==> config.mk <==
export PLATFORM = sky130hd
export DESIGN_NAME = axis_interp_arbiter_flat
export DESIGN_NICKNAME = d
export VERILOG_FILES = /design/src/rtl/axis_interp_arbiter_if.sv /design/src/rtl/axis_interp_arbiter.sv /design/src/flat_wrapper.sv
export SDC_FILE = /design/constraint.sdc
export NUM_CORES = 1
export LEC_CHECK = 0
export BUFFER_PORTS_ARGS = -buffer_cell sky130_fd_sc_hd__buf_2
export CORE_MARGIN = 2
export CORE_UTILIZATION = 45
export CTS_CLUSTER_DIAMETER = 120
export DETAILED_ROUTE_END_ITERATION = 16
export HOLD_SLACK_MARGIN = 0.06
export PLACE_DENSITY = 0.87
export SLEW_MARGIN = 5
export SYNTH_ARGS = -nofsm -noshare
export SYNTH_HDL_FRONTEND = slang
export SYNTH_SLANG_ARGS = --single-unit
==> constraint.sdc <==
create_clock -name aclk -period 7.1 [get_ports aclk]
set_clock_uncertainty 0.15 [all_clocks]
set_input_delay 1.775 -clock aclk [delete_from_list [all_inputs] [get_ports aclk]]
set_output_delay 1.775 -clock aclk [all_outputs]
set_load 0.01 [all_outputs]
==> src/rtl/axis_interp_arbiter_if.sv <==
// Bus bundle for axis_interp_arbiter: the NUM_CH upstream sample streams
// (packed side by side) and the single downstream interpolated stream.
//   s_axis_tdata  : NUM_CH*AXIS_TDATA_WIDTH, channel i at [i*W +: W]
//   s_axis_tvalid : NUM_CH per-channel valid
//   s_axis_tready : NUM_CH per-channel ready, at most one bit high
//   m_axis_tdata  : held sample
//   m_axis_tvalid : output valid
//   m_axis_tready : downstream ready
//   m_axis_tuser  : source channel index of the current sample
//   m_axis_tlast  : final repeat beat
// Modport slave is the arbiter's view; modport master is the surrounding
// environment (sources + sink).
interface axis_interp_arbiter_if #(
   parameter int unsigned AXIS_TDATA_WIDTH = 32,
   parameter int unsigned NUM_CH           = 4,
   parameter int unsigned CH_ID_WIDTH      = 2
);
   logic [NUM_CH*AXIS_TDATA_WIDTH-1:0] s_axis_tdata;
   logic [NUM_CH-1:0]                  s_axis_tvalid;
   logic [NUM_CH-1:0]                  s_axis_tready;
   logic [AXIS_TDATA_WIDTH-1:0]        m_axis_tdata;
   logic                               m_axis_tvalid;
   logic                               m_axis_tready;
   logic [CH_ID_WIDTH-1:0]             m_axis_tuser;
   logic                               m_axis_tlast;

   modport slave (
      input  s_axis_tdata, s_axis_tvalid, m_axis_tready,
      output s_axis_tready, m_axis_tdata, m_axis_tvalid, m_axis_tuser, m_axis_tlast
   );

   modport master (
      output s_axis_tdata, s_axis_tvalid, m_axis_tready,
      input  s_axis_tready, m_axis_tdata, m_axis_tvalid, m_axis_tuser, m_axis_tlast
   );
endinterface

==> src/rtl/axis_interp_arbiter.sv <==
// Round-robin arbiter feeding one sample-and-hold interpolating stream.
// A sample taken from the granted channel is repeated cfg_data[ch]+1 times,
// tagged with the channel index; the last repeat carries tlast.
// Ports:
//   aclk, aresetn : clock, synchronous active-low reset
//   cfg_data      : per-channel repeat count, channel i at [i*CNTR_WIDTH +: CNTR_WIDTH]
//   cfg_enable    : per-channel grant mask
//   axis          : stream bundle (axis_interp_arbiter_if.slave)
//   sts_busy      : high while a sample is being repeated
// Optional feature: define AXIS_INTERP_ARB_FASTGRANT_EN to grant the next
// sample on the final beat, removing the idle cycle between bursts.
module axis_interp_arbiter #(
   parameter int unsigned AXIS_TDATA_WIDTH = 32,
   parameter int unsigned CNTR_WIDTH       = 32,
   parameter int unsigned NUM_CH           = 4,
   parameter int unsigned CH_ID_WIDTH      = 2
) (
   input  logic                         aclk,
   input  logic                         aresetn,
   input  logic [NUM_CH*CNTR_WIDTH-1:0] cfg_data,
   input  logic [NUM_CH-1:0]            cfg_enable,
   axis_interp_arbiter_if.slave         axis,
   output logic                         sts_busy
);

   typedef enum logic [0:0] {IDLE, SEND} state_t;

   state_t                      state, state_nxt;
   logic [CH_ID_WIDTH-1:0]      rr_ptr, id_reg, id_next, base, gnt;
   logic [CNTR_WIDTH-1:0]       cntr, len_reg, sel_len;
   logic [AXIS_TDATA_WIDTH-1:0] data_reg, sel_data;
   logic [NUM_CH-1:0]           req;
   logic [31:0]                 off, best;
   logic                        gnt_vld, take, cntr_inc, ptr_upd;

   assign req     = axis.s_axis_tvalid & cfg_enable;
   assign id_next = (id_reg == CH_ID_WIDTH'(NUM_CH - 1)) ? '0 : id_reg + CH_ID_WIDTH'(1);

   // Search start: rr_ptr when idle; on the final beat the pointer the burst is about to set
   always_comb begin
      base = rr_ptr;
`ifdef AXIS_INTERP_ARB_FASTGRANT_EN
      if (state == SEND) base = id_next;
`endif
   end

   // Requesting channel with the smallest circular distance from base wins
   always_comb begin
      gnt     = '0;
      gnt_vld = 1'b0;
      best    = NUM_CH;
      off     = '0;
      for (int unsigned c = 0; c < NUM_CH; c++) begin
         off = (c >= 32'(base)) ? c - 32'(base) : c + NUM_CH - 32'(base);
         if (req[c] && (off < best)) begin
            best    = off;
            gnt     = CH_ID_WIDTH'(c);
            gnt_vld = 1'b1;
         end
      end
   end

   // Payload and repeat count of the granted channel
   always_comb begin
      sel_data = '0;
      sel_len  = '0;
      for (int unsigned c = 0; c < NUM_CH; c++) begin
         if (gnt == CH_ID_WIDTH'(c)) begin
            sel_data = axis.s_axis_tdata[c*AXIS_TDATA_WIDTH +: AXIS_TDATA_WIDTH];
            sel_len  = cfg_data[c*CNTR_WIDTH +: CNTR_WIDTH];
         end
      end
   end

   // Next state and datapath controls; no grant is issued while reset is held
   always_comb begin
      state_nxt = state;
      take      = 1'b0;
      cntr_inc  = 1'b0;
      ptr_upd   = 1'b0;
      case (state)
         IDLE: begin
            if (gnt_vld && aresetn) begin
               take      = 1'b1;
               state_nxt = SEND;
            end
         end
         SEND: begin
            if (axis.m_axis_tready) begin
               if (cntr < len_reg) begin
                  cntr_inc = 1'b1;
               end else begin
                  ptr_upd   = 1'b1;
                  state_nxt = IDLE;
`ifdef AXIS_INTERP_ARB_FASTGRANT_EN
                  if (gnt_vld && aresetn) begin
                     take      = 1'b1;
                     state_nxt = SEND;
                  end
`endif
               end
            end
         end
         default: state_nxt = IDLE;
      endcase
   end

   // Ready is a one-cycle pulse on the granted channel only
   always_comb begin
      axis.s_axis_tready = '0;
      for (int unsigned c = 0; c < NUM_CH; c++) begin
         axis.s_axis_tready[c] = take && (gnt == CH_ID_WIDTH'(c));
      end
   end

   // State, pointer and captured sample
   always_ff @(posedge aclk) begin
      if (!aresetn) begin
         state    <= IDLE;
         rr_ptr   <= '0;
         cntr     <= '0;
         len_reg  <= '0;
         data_reg <= '0;
         id_reg   <= '0;
      end else begin
         state <= state_nxt;
         if (ptr_upd) rr_ptr <= id_next;
         if (take) begin
            data_reg <= sel_data;
            id_reg   <= gnt;
            len_reg  <= sel_len;
            cntr     <= '0;
         end else if (cntr_inc) begin
            cntr <= cntr + CNTR_WIDTH'(1);
         end
      end
   end

   // Output stream is decoded purely from registered state
   assign axis.m_axis_tvalid = (state == SEND);
   assign axis.m_axis_tlast  = (state == SEND) && (cntr == len_reg);
   assign axis.m_axis_tdata  = data_reg;
   assign axis.m_axis_tuser  = id_reg;
   assign sts_busy           = (state == SEND);

endmodule

==> src/flat_wrapper.sv <==
// flat-port wrapper written by rule: the top's interface ports become plain ports
module axis_interp_arbiter_flat 
#(
   parameter int unsigned AXIS_TDATA_WIDTH = 32,
   parameter int unsigned CNTR_WIDTH       = 32,
   parameter int unsigned NUM_CH           = 4,
   parameter int unsigned CH_ID_WIDTH      = 2
)
  (aclk, aresetn, cfg_data, cfg_enable, sts_busy, axis_s_axis_tdata, axis_s_axis_tvalid, axis_m_axis_tready, axis_s_axis_tready, axis_m_axis_tdata, axis_m_axis_tvalid, axis_m_axis_tuser, axis_m_axis_tlast);
  axis_interp_arbiter_if #(.AXIS_TDATA_WIDTH(AXIS_TDATA_WIDTH), .NUM_CH(NUM_CH), .CH_ID_WIDTH(CH_ID_WIDTH)) axis_i ();
  input  logic aclk;
  input  logic aresetn;
  input  logic [NUM_CH*CNTR_WIDTH-1:0] cfg_data;
  input  logic [NUM_CH-1:0] cfg_enable;
  output logic sts_busy;
  input wire logic [$bits(axis_i.s_axis_tdata)-1:0] axis_s_axis_tdata;
  input wire logic [$bits(axis_i.s_axis_tvalid)-1:0] axis_s_axis_tvalid;
  input wire logic [$bits(axis_i.m_axis_tready)-1:0] axis_m_axis_tready;
  output wire logic [$bits(axis_i.s_axis_tready)-1:0] axis_s_axis_tready;
  output wire logic [$bits(axis_i.m_axis_tdata)-1:0] axis_m_axis_tdata;
  output wire logic [$bits(axis_i.m_axis_tvalid)-1:0] axis_m_axis_tvalid;
  output wire logic [$bits(axis_i.m_axis_tuser)-1:0] axis_m_axis_tuser;
  output wire logic [$bits(axis_i.m_axis_tlast)-1:0] axis_m_axis_tlast;
  assign axis_i.s_axis_tdata = axis_s_axis_tdata;
  assign axis_i.s_axis_tvalid = axis_s_axis_tvalid;
  assign axis_i.m_axis_tready = axis_m_axis_tready;
  assign axis_s_axis_tready = axis_i.s_axis_tready;
  assign axis_m_axis_tdata = axis_i.m_axis_tdata;
  assign axis_m_axis_tvalid = axis_i.m_axis_tvalid;
  assign axis_m_axis_tuser = axis_i.m_axis_tuser;
  assign axis_m_axis_tlast = axis_i.m_axis_tlast;
  axis_interp_arbiter #(.AXIS_TDATA_WIDTH(AXIS_TDATA_WIDTH), .CNTR_WIDTH(CNTR_WIDTH), .NUM_CH(NUM_CH), .CH_ID_WIDTH(CH_ID_WIDTH)) u_core (.aclk(aclk), .aresetn(aresetn), .cfg_data(cfg_data), .cfg_enable(cfg_enable), .axis(axis_i), .sts_busy(sts_busy));
endmodule
Word level (Yosys, flattened, before mapping)
Cells that the tools add are included.
- $add $sub $neg: 9
- order comparisons: 8
- equality and inequality tests: 5
- mux-type cells: 32
- bitwise operators: 3
- reduce and logical (&&, ||, !) cells: 12
- operators by type and width (operator ; number):
    $mux 32 ; 14
    $lt 32x32->1 ; 4
    $add 32x1->32 const B ; 1
    $eq 32x32->1 ; 1
    $lt 32x3->1 const B ; 1
    $mux 1 ; 14
    $sub 3x2->4 const A ; 3
    $logic_and 1x1->1 ; 10
    $eq 2x2->1 const B ; 3
    $mux 2 ; 3
    $sub 1x2->3 const A ; 2
    $sub 2x2->3 const A ; 2
    $and 4x4->4 ; 1
    $ge 1x2->1 const A ; 2
    $add 2x1->2 const B ; 1
    $eq 2x1->1 const B ; 1
    $ge 2x2->1 const A ; 1
    $logic_not 2->1 ; 1
    $not 1->1 ; 2
    $pmux 1 s2 ; 1
    $reduce_or 2->1 ; 1
- register bits: 101
- input port bits: 267
- output and inout port bits: 41
- logic and storage cells: 75

Logic depth before layout (Yosys ltp)
Gate-level depths: netlist of the first run.
- word-level depth: 19
- mapped depth: 24
- gate-level depth less buffers: 20

Least setup slack after synthesis of the first run
Ideal clock, no wire load.
- path kind: input -> output
- from: in axis_s_axis_tvalid[0]
- to: out axis_s_axis_tready[0]
- arrival time: 5.552 ns
- data required time: 5.175 ns
- slack: -0.377 ns
- cell stages on the path: 20
- buffers on the path: 4
- cells stage by stage: nand2_1 > inv_1 > ha_1 > o21ai_0 > and2_1 > clkbuf_1 > a21oi_1 > ha_1 > o211ai_1 > a31o_2 > nand2_1 > clkbuf_1 > o21ai_0 > ha_1 > o311ai_1 > a21oi_1 > clkbuf_1 > clkbuf_1 > o21ai_0 > nor2_1
- word-level cells in the longest chain between the ends: 16
- elaborated cells on any way between the ends: 23
- classes of those cells: order compare (3); mux (12); bitwise (1); reduce/logical (7)
- ends and longest elaborated chain (item ; RTL line ; text):
    start: declaration ; flat_wrapper.sv:17 ; input wire logic [$bits(axis_i.s_axis_tvalid)-1:0] axis_s_axis_tvalid;
    $and 4x4->4 (*) ; axis_interp_arbiter.sv:36 ; assign req = axis.s_axis_tvalid & cfg_enable;
    $logic_and 1x1->1 (*) ; axis_interp_arbiter.sv:55 ; if (req[c] && (off < best)) begin
    $mux 32 ; axis_interp_arbiter.sv:55 ;
    $lt 32x32->1 ; axis_interp_arbiter.sv:55 ;
    $logic_and 1x1->1 ; axis_interp_arbiter.sv:55 ;
    $mux 32 ; axis_interp_arbiter.sv:55 ;
    $lt 32x32->1 ; axis_interp_arbiter.sv:55 ;
    $logic_and 1x1->1 ; axis_interp_arbiter.sv:55 ;
    $mux 32 ; axis_interp_arbiter.sv:55 ;
    $lt 32x32->1 ; axis_interp_arbiter.sv:55 ;
    $logic_and 1x1->1 ; axis_interp_arbiter.sv:55 ;
    $mux 1 ; axis_interp_arbiter.sv:55 ;
    $logic_and 1x1->1 ; axis_interp_arbiter.sv:83 ; if (gnt_vld && aresetn) begin
    $mux 1 ; axis_interp_arbiter.sv:83 ;
    $mux 1 ; axis_interp_arbiter.sv:81 ; case (state)
    $logic_and 1x1->1 (*) ; axis_interp_arbiter.sv:112 ; axis.s_axis_tready[c] = take && (gnt == CH_ID_WIDTH'(c));
    end: declaration ; flat_wrapper.sv:19 ; output wire logic [$bits(axis_i.s_axis_tready)-1:0] axis_s_axis_tready;
Every way passes the cells marked *; elsewhere a longest branch is shown, timed or not.

Final worst setup path of the first run
- from: in axis_s_axis_tvalid[0]
- to: out axis_s_axis_tready[1]
Same word-level chain as after synthesis.

==> flow_metrics.py, run 1 <==
metrics = {
    "status": {
        "status": "finished clean",
    },
    "cells_and_area": {
        "drive_above_1_share_pct": 31.4,
        "layout.nets": 1585,
        "nFillCells": 1531,
        "instances_no_fill": 1507,
        "finalInstanceArea_um2": 9830,
        "area_growth_pct": 25.8,
    },
    "sta": {
        "timing.fmax_mhz": 145,
        "post-route-period-util_pct": 96.9,
        "slew_headroom_pct": 23.7,
        "hold_violations": 0,
        "setup_viol": 0,
        "tightest_slew_ns": 1.13,
        "fin_crit_ns": 6.88,
        "slew_violations": 0,
        "fin_hold_ws_ns": 0.310,
    },
    "clock_tree": {
        "htreeDepth": 3,
        "clock_latency_ns": 0.36,
        "clk_pin_slew_worst_paths_ns": 0.07,
        "cts_num_sinks": 101,
        "ctsHoldBuffers": 0,
        "clockBufferDepth": 2,
        "clockRootBuffer": "clkbuf_16",
        "cts_tree": "yes",
        "cts_made_buffers": 9,
    },
    "critical_path": {
        "reg2reg_depth": 18,
        "critPathSlowestCell": "ha_1",
        "crit_arrival_ns": 4.95,
        "cpLargestDelayFamily": "compound AO/OA/AOI/OAI gates",
        "max_stage_delay_ns": 0.34,
        "critPathLaunchType": "primary input",
        "path_cells": "buf_2 -> nand2_4 -> inv_1 -> ha_4 -> o21ai_1 -> and2_4 -> a21oi_2 -> ha_1 -> o211ai_1 -> a31o_2 -> nand2_2 -> nand2_1 -> o21ai_0 -> ha_1 -> o311ai_4 -> a21oi_2 -> nor2_1 -> nor4_2 -> buf_2",
        "worstSetupEndpointType": "output pin",
        "worst_ep_required_time_ns": 5.18,
        "cp_max_fo": 6,
        "path_depth": 19,
        "cp_num_buf_inv": 3,
        "criticalPathCategory": "primary input to output pin",
    },
    "power_and_ir_drop": {
        "leakage_nw": 4.39,
        "p_total_mw": 1.62,
        "peakVddDrop_mv": 0.136,
        "p_per_area_nw_per_um2": 165,
    },
    "synthesis": {
        "yosys_warnings": 0,
        "synthesis.instances": 1024,
        "yosys.area.top_type": "dfxtp_1",
        "synth_top_family_by_area": "simple AND/OR/NAND/NOR gates",
        "avgSynthCellArea_um2": 7.63,
        "ys_ff_latch": 101,
        "synth_edf_count": 0,
        "synth_xor_area_share_pct": 0,
        "yosysSeqAreaShare_pct": 25.9,
        "synth.area.mux_share_pct": 1.54,
        "ys.flop_type": "dfxtp_1",
        "synth-compound-area-share_pct": 29.0,
        "synthAdderAreaFrac_pct": 6.88,
        "synthMostInstantiatedCell": "nand2_1",
        "synth_top_area_share_pct": 25.9,
        "synth_area_leaders": "dfxtp_1 (26%), nand2_1 (7.4%), ha_1 (6.9%), o41ai_2 (6.0%), and3_1 (5.4%)",
        "async_flop_share_pct": 0,
        "ys_types": 56,
        "netlist_top_cells_count": "nand2_1 (154), dfxtp_1 (101), and3_1 (68)",
        "syn_area_um2": 7810,
        "yosys.area_share.simple_pct": 29.6,
    },
    "route": {
        "drc_errors": 0,
        "viasPerCell": 6.22,
        "vias": 9377,
        "first_iter_violations": 808,
        "wl_per_cell_um": 19.0,
        "wl_um": 28700,
        "ant_nets": 0,
        "firstDrtPassIters": 6,
    },
    "placement": {
        "place_area_um2": 9470,
        "io_buffers": 307,
        "gp_congestion": 1.00,
        "dp_cells": 1487,
        "dp_hpwl_um": 20500,
    },
    "global_routing": {
        "grt_max_degree": 65,
        "grt_antenna_before_repair": 3,
        "grt_pass1_vias": 9202,
        "grt.total_usage_pct": 30.3,
        "grt_pass1_wl_um": 44700,
        "gr-total-overflow": 0,
    },
    "floorplan": {
        "core_um2": 17100,
        "pin_count": 308,
        "die_area_um2": 18400,
        "die_h_um": 136,
        "initial_core_util_pct": 45.7,
        "die_w_um": 136,
        "rows": 48,
    },
    "flow_run": {
        "maxCapViolations": 0,
    },
    "hold_path": {
        "hold_depth": 2,
        "hold_class": "register to register",
    },
}
==> metal layers <==
layer | up-vias | global-route usage [%] | share of wire [%]
met5 | - | 0 | 0.045
met4 | 2 | 16.0 | 4.4
met3 | 106 | 7.03 | 8.8
met2 | 514 | 52.2 | 48
met1 | 4392 | 34.7 | 38
li1 | 4363 | - | -
==> report_power, final <==
group          internal (mW)  switching [mW]  total, mW
sequential             0.614          0.0297      0.643
clock                  0.295           0.234      0.529
combinational          0.190           0.261      0.450
total                   1.10           0.524       1.62
==> layout by cell type, fill, tap and decap left out, types with 19 or more instances in the layout <==
cell type  netlist  routed
and3_1          68      68
a221oi_1        36      36
o211ai_1        30      30
nand4_1         20      20
nand3_1         45      45
ha_1            43      42
buf_2           17     307
buf_4            1      19
o41ai_2         29      29
nor3_1          19      19
inv_1           44      44
a21oi_1         39      35
nor3b_1         37      37
o21ai_0         43      41
nand2_1        154     151
a311oi_1        28      28
a31oi_1         28      28
dfxtp_1        101     101
nor2_1          52      47
==> through the flow <==
stage | TNS (ns) | setup WS [ns] | utilization [%]
detailed placement | 0 | 0.108 | 55.3
CTS | 0 | 0.0867 | 57.1
global route | -0.0323 | -0.0323 | 57.4
finish | 0 | 0.222 | 57.4
floorplan | 0 | 0.00915 | -
global placement | 0 | 0.286 | 55.3
==> tightest hold or removal path: cells and delay by family, from the launching register on <==
family	cells	cell delay [ns]
AOI/OAI and AO/OA	1	0.05
DFF	1	0.33
and+or+nand+nor	1	0.06
==> logic make-up (layout without fill, tap and decap cells) <==
group	count (synthesis)	in the layout
adders and majority gates	43	43
and+or+nand+nor	451	451
muxes	12	12
other	1	4
buffers and inverters	133	388
DFF	101	101
AOI/OAI and AO/OA	283	283
==> path summary, 6_finish.rpt <==
kind | startpoint | end | slack [ns]
worst max-delay path | axis_s_axis_tvalid[0] | axis_s_axis_tready[1] | 0.22
worst min-delay path | u_core.axis.m_axis_tdata[28] | u_core.axis.m_axis_tdata[28] | 0.31
worst max register to register | u_core.base[0] | u_core.len_reg[11] | 2.31
worst min register to register | u_core.axis.m_axis_tdata[28] | u_core.axis.m_axis_tdata[28] | 0.31
==> cell type report <==
class | instances | area [um^2] | share of cell area [%]
antenna | 2 | 5.00 | 0.0509
tap | 225 | 282 | 2.86
clock inverter | 4 | 53.8 | 0.547
sequential | 101 | 2020 | 20.6
clock buffer | 12 | 256 | 2.61
timing repair buffer | 327 | 1700 | 17.3
multi-input combinational | 791 | 5350 | 54.4
inverter | 45 | 169 | 1.72
==> repair_timing <==
action	CTS	global route
setup endpoints to repair	0	3
gates resized for setup	0	8
buffers inserted	0	2
Note: power is estimated with default switching activity, not from simulation.
==> inputs of run 2 (changes only) <==
--- a/config.mk
+++ b/config.mk
@@ -6,6 +6,7 @@
 export NUM_CORES = 1
 export LEC_CHECK = 0
 export BUFFER_PORTS_ARGS = -buffer_cell sky130_fd_sc_hd__buf_2
+export CORE_ASPECT_RATIO = 1.5
 export CORE_MARGIN = 2
 export CORE_UTILIZATION = 45
 export CTS_CLUSTER_DIAMETER = 120
==> flow_metrics.py, run 2 (synthesized netlist as in run 1, its figures left out) <==
metrics = {
    "critical_path": {
        "worstSetupEndpointType": "output pin",
        "critPathLaunchType": "primary input",
        "crit_arrival_ns": 4.92,
        "path_cells": "buf_2 -> nand2_2 -> inv_1 -> ha_2 -> o21ai_0 -> a211oi_1 -> a21oi_2 -> ha_1 -> o211ai_1 -> a31o_2 -> nand2_2 -> nand2_1 -> o21ai_0 -> ha_1 -> o311ai_4 -> a221o_2 -> nand2_1 -> nor2_1 -> buf_2",
        "criticalPathCategory": "primary input to output pin",
        "cp_max_fo": 5,
        "critPathSlowestCell": "a221o_2",
        "max_stage_delay_ns": 0.40,
        "worst_ep_required_time_ns": 5.18,
    },
    "route": {
        "drc_errors": 0,
        "ant_nets": 0,
        "firstDrtPassIters": 5,
        "wl_per_cell_um": 19.0,
        "vias": 9303,
        "viasPerCell": 6.24,
        "wl_um": 28400,
        "first_iter_violations": 768,
    },
    "sta": {
        "fin_crit_ns": 6.85,
        "slew_headroom_pct": 17.3,
        "hold_violations": 0,
        "tightest_slew_ns": 1.24,
        "slew_violations": 0,
        "timing.fmax_mhz": 146,
        "setup_viol": 0,
        "rsz0062_at_grt": "false",
        "fin_ws_ns": 0.252,
        "post-route-period-util_pct": 96.4,
        "finalSetupTns_ns": 0,
    },
    "clock_tree": {
        "cts_made_buffers": 9,
        "cts_tree": "yes",
        "clk_pin_slew_worst_paths_ns": 0.08,
        "cts_num_sinks": 101,
        "postCtsSetupBuffers": 0,
        "ctsHoldBuffers": 0,
        "clockRootBuffer": "clkbuf_16",
        "clock_latency_ns": 0.35,
        "post_cts_resized": 0,
        "clockBufferDepth": 2,
        "htreeDepth": 3,
    },
    "cells_and_area": {
        "nFillCells": 1670,
        "area_growth_pct": 24.8,
        "mostFrequentLayoutCell": "buf_2",
        "drive_above_1_share_pct": 30.8,
        "layout.nets": 1583,
        "layout_common_cells": "buf_2 (307), nand2_1 (151), dfxtp_1 (101)",
    },
    "global_routing": {
        "grt_antenna_before_repair": 1,
        "grt_pass1_wl_um": 45000,
        "grt_max_degree": 68,
        "grt.total_usage_pct": 29.8,
        "gr-total-overflow": 0,
        "grt_pass1_vias": 8989,
    },
    "power_and_ir_drop": {
        "peakVddDrop_mv": 0.134,
        "p_per_area_nw_per_um2": 167,
        "leakage_nw": 4.37,
    },
    "floorplan": {
        "pin_count": 308,
        "die_area_um2": 18500,
        "die_h_um": 165,
        "core_um2": 17200,
        "die_w_um": 112,
        "initial_core_util_pct": 45.4,
        "rows": 59,
    },
    "placement": {
        "gp_congestion": 0.955,
        "io_buffers": 307,
        "dp_hpwl_um": 20200,
        "dp_slack_ns": 0.292,
    },
    "flow_run": {
        "maxCapViolations": 0,
    },
    "status": {
        "status": "finished clean",
    },
    "hold_path": {
        "hold_class": "register to register",
    },
}
## run 2: path summary, 6_finish.rpt
| kind | start | end | slack (ns) | cells after the start |
|---|---|---|---|---|
| min reg2reg | u_core.axis.m_axis_tdata[20] | u_core.axis.m_axis_tdata[20] | 0.31 | 2 |
| max reg2reg | u_core.base[1] | u_core.len_reg[6] | 2.18 | 20 |
| min | u_core.axis.m_axis_tdata[20] | u_core.axis.m_axis_tdata[20] | 0.31 | 2 |
| max | axis_s_axis_tvalid[0] | axis_s_axis_tready[3] | 0.25 | 19 |
## run 2: stage by stage
stage	total power, mW	hold slack, ns	instances	util [%]	area (um^2)
final	1.63	0.309	1492	56.7	9760
after global routing	1.70	0.324	1491	56.7	9750
after CTS	1.63	0.304	1490	56.7	9750
after detailed placement	1.09	0.285	1475	54.9	9440
after global placement	1.08	0.280	1475	54.9	9440
after floorplan	0.909	0.270	1025	-	7870
## run 2: worst max-delay path, delay by kind of cell
kind,cells,cell delay (ns)
buffers and inverters,3,0.30
AND/OR/NAND/NOR,5,0.38
AO/OA/AOI/OAI,8,1.60
adder cells (fa/ha/maj),3,0.87
## run 2: report_power, final
part           total [mW]  internal, mW  switching (mW)
clock network       0.539         0.310           0.229
logic               0.444         0.187           0.258
registers           0.642         0.614          0.0278
total                1.63          1.11           0.515
## run 2: area by class of cell
class	count	area, um^2	area share (%)
Antenna cell	2	5.00	0.0513
Multi-Input combinational cell	791	5310	54.4
Tap cell	213	267	2.73
Clock buffer	10	229	2.35
Clock inverter	5	85.1	0.872
Sequential cell	101	2020	20.7
Timing Repair Buffer	325	1670	17.1
Inverter	45	169	1.73
## run 2: routing by layer
layer	part of all wire, %	wire [um]	up-vias	GRT usage (%)
li1	-	-	4355	-
met1	38	10700	4328	35.5
met2	49	14000	524	51.4
met3	8.0	2290	96	4.60
met4	4.9	1400	0	17.0
met5	0	0	-	0
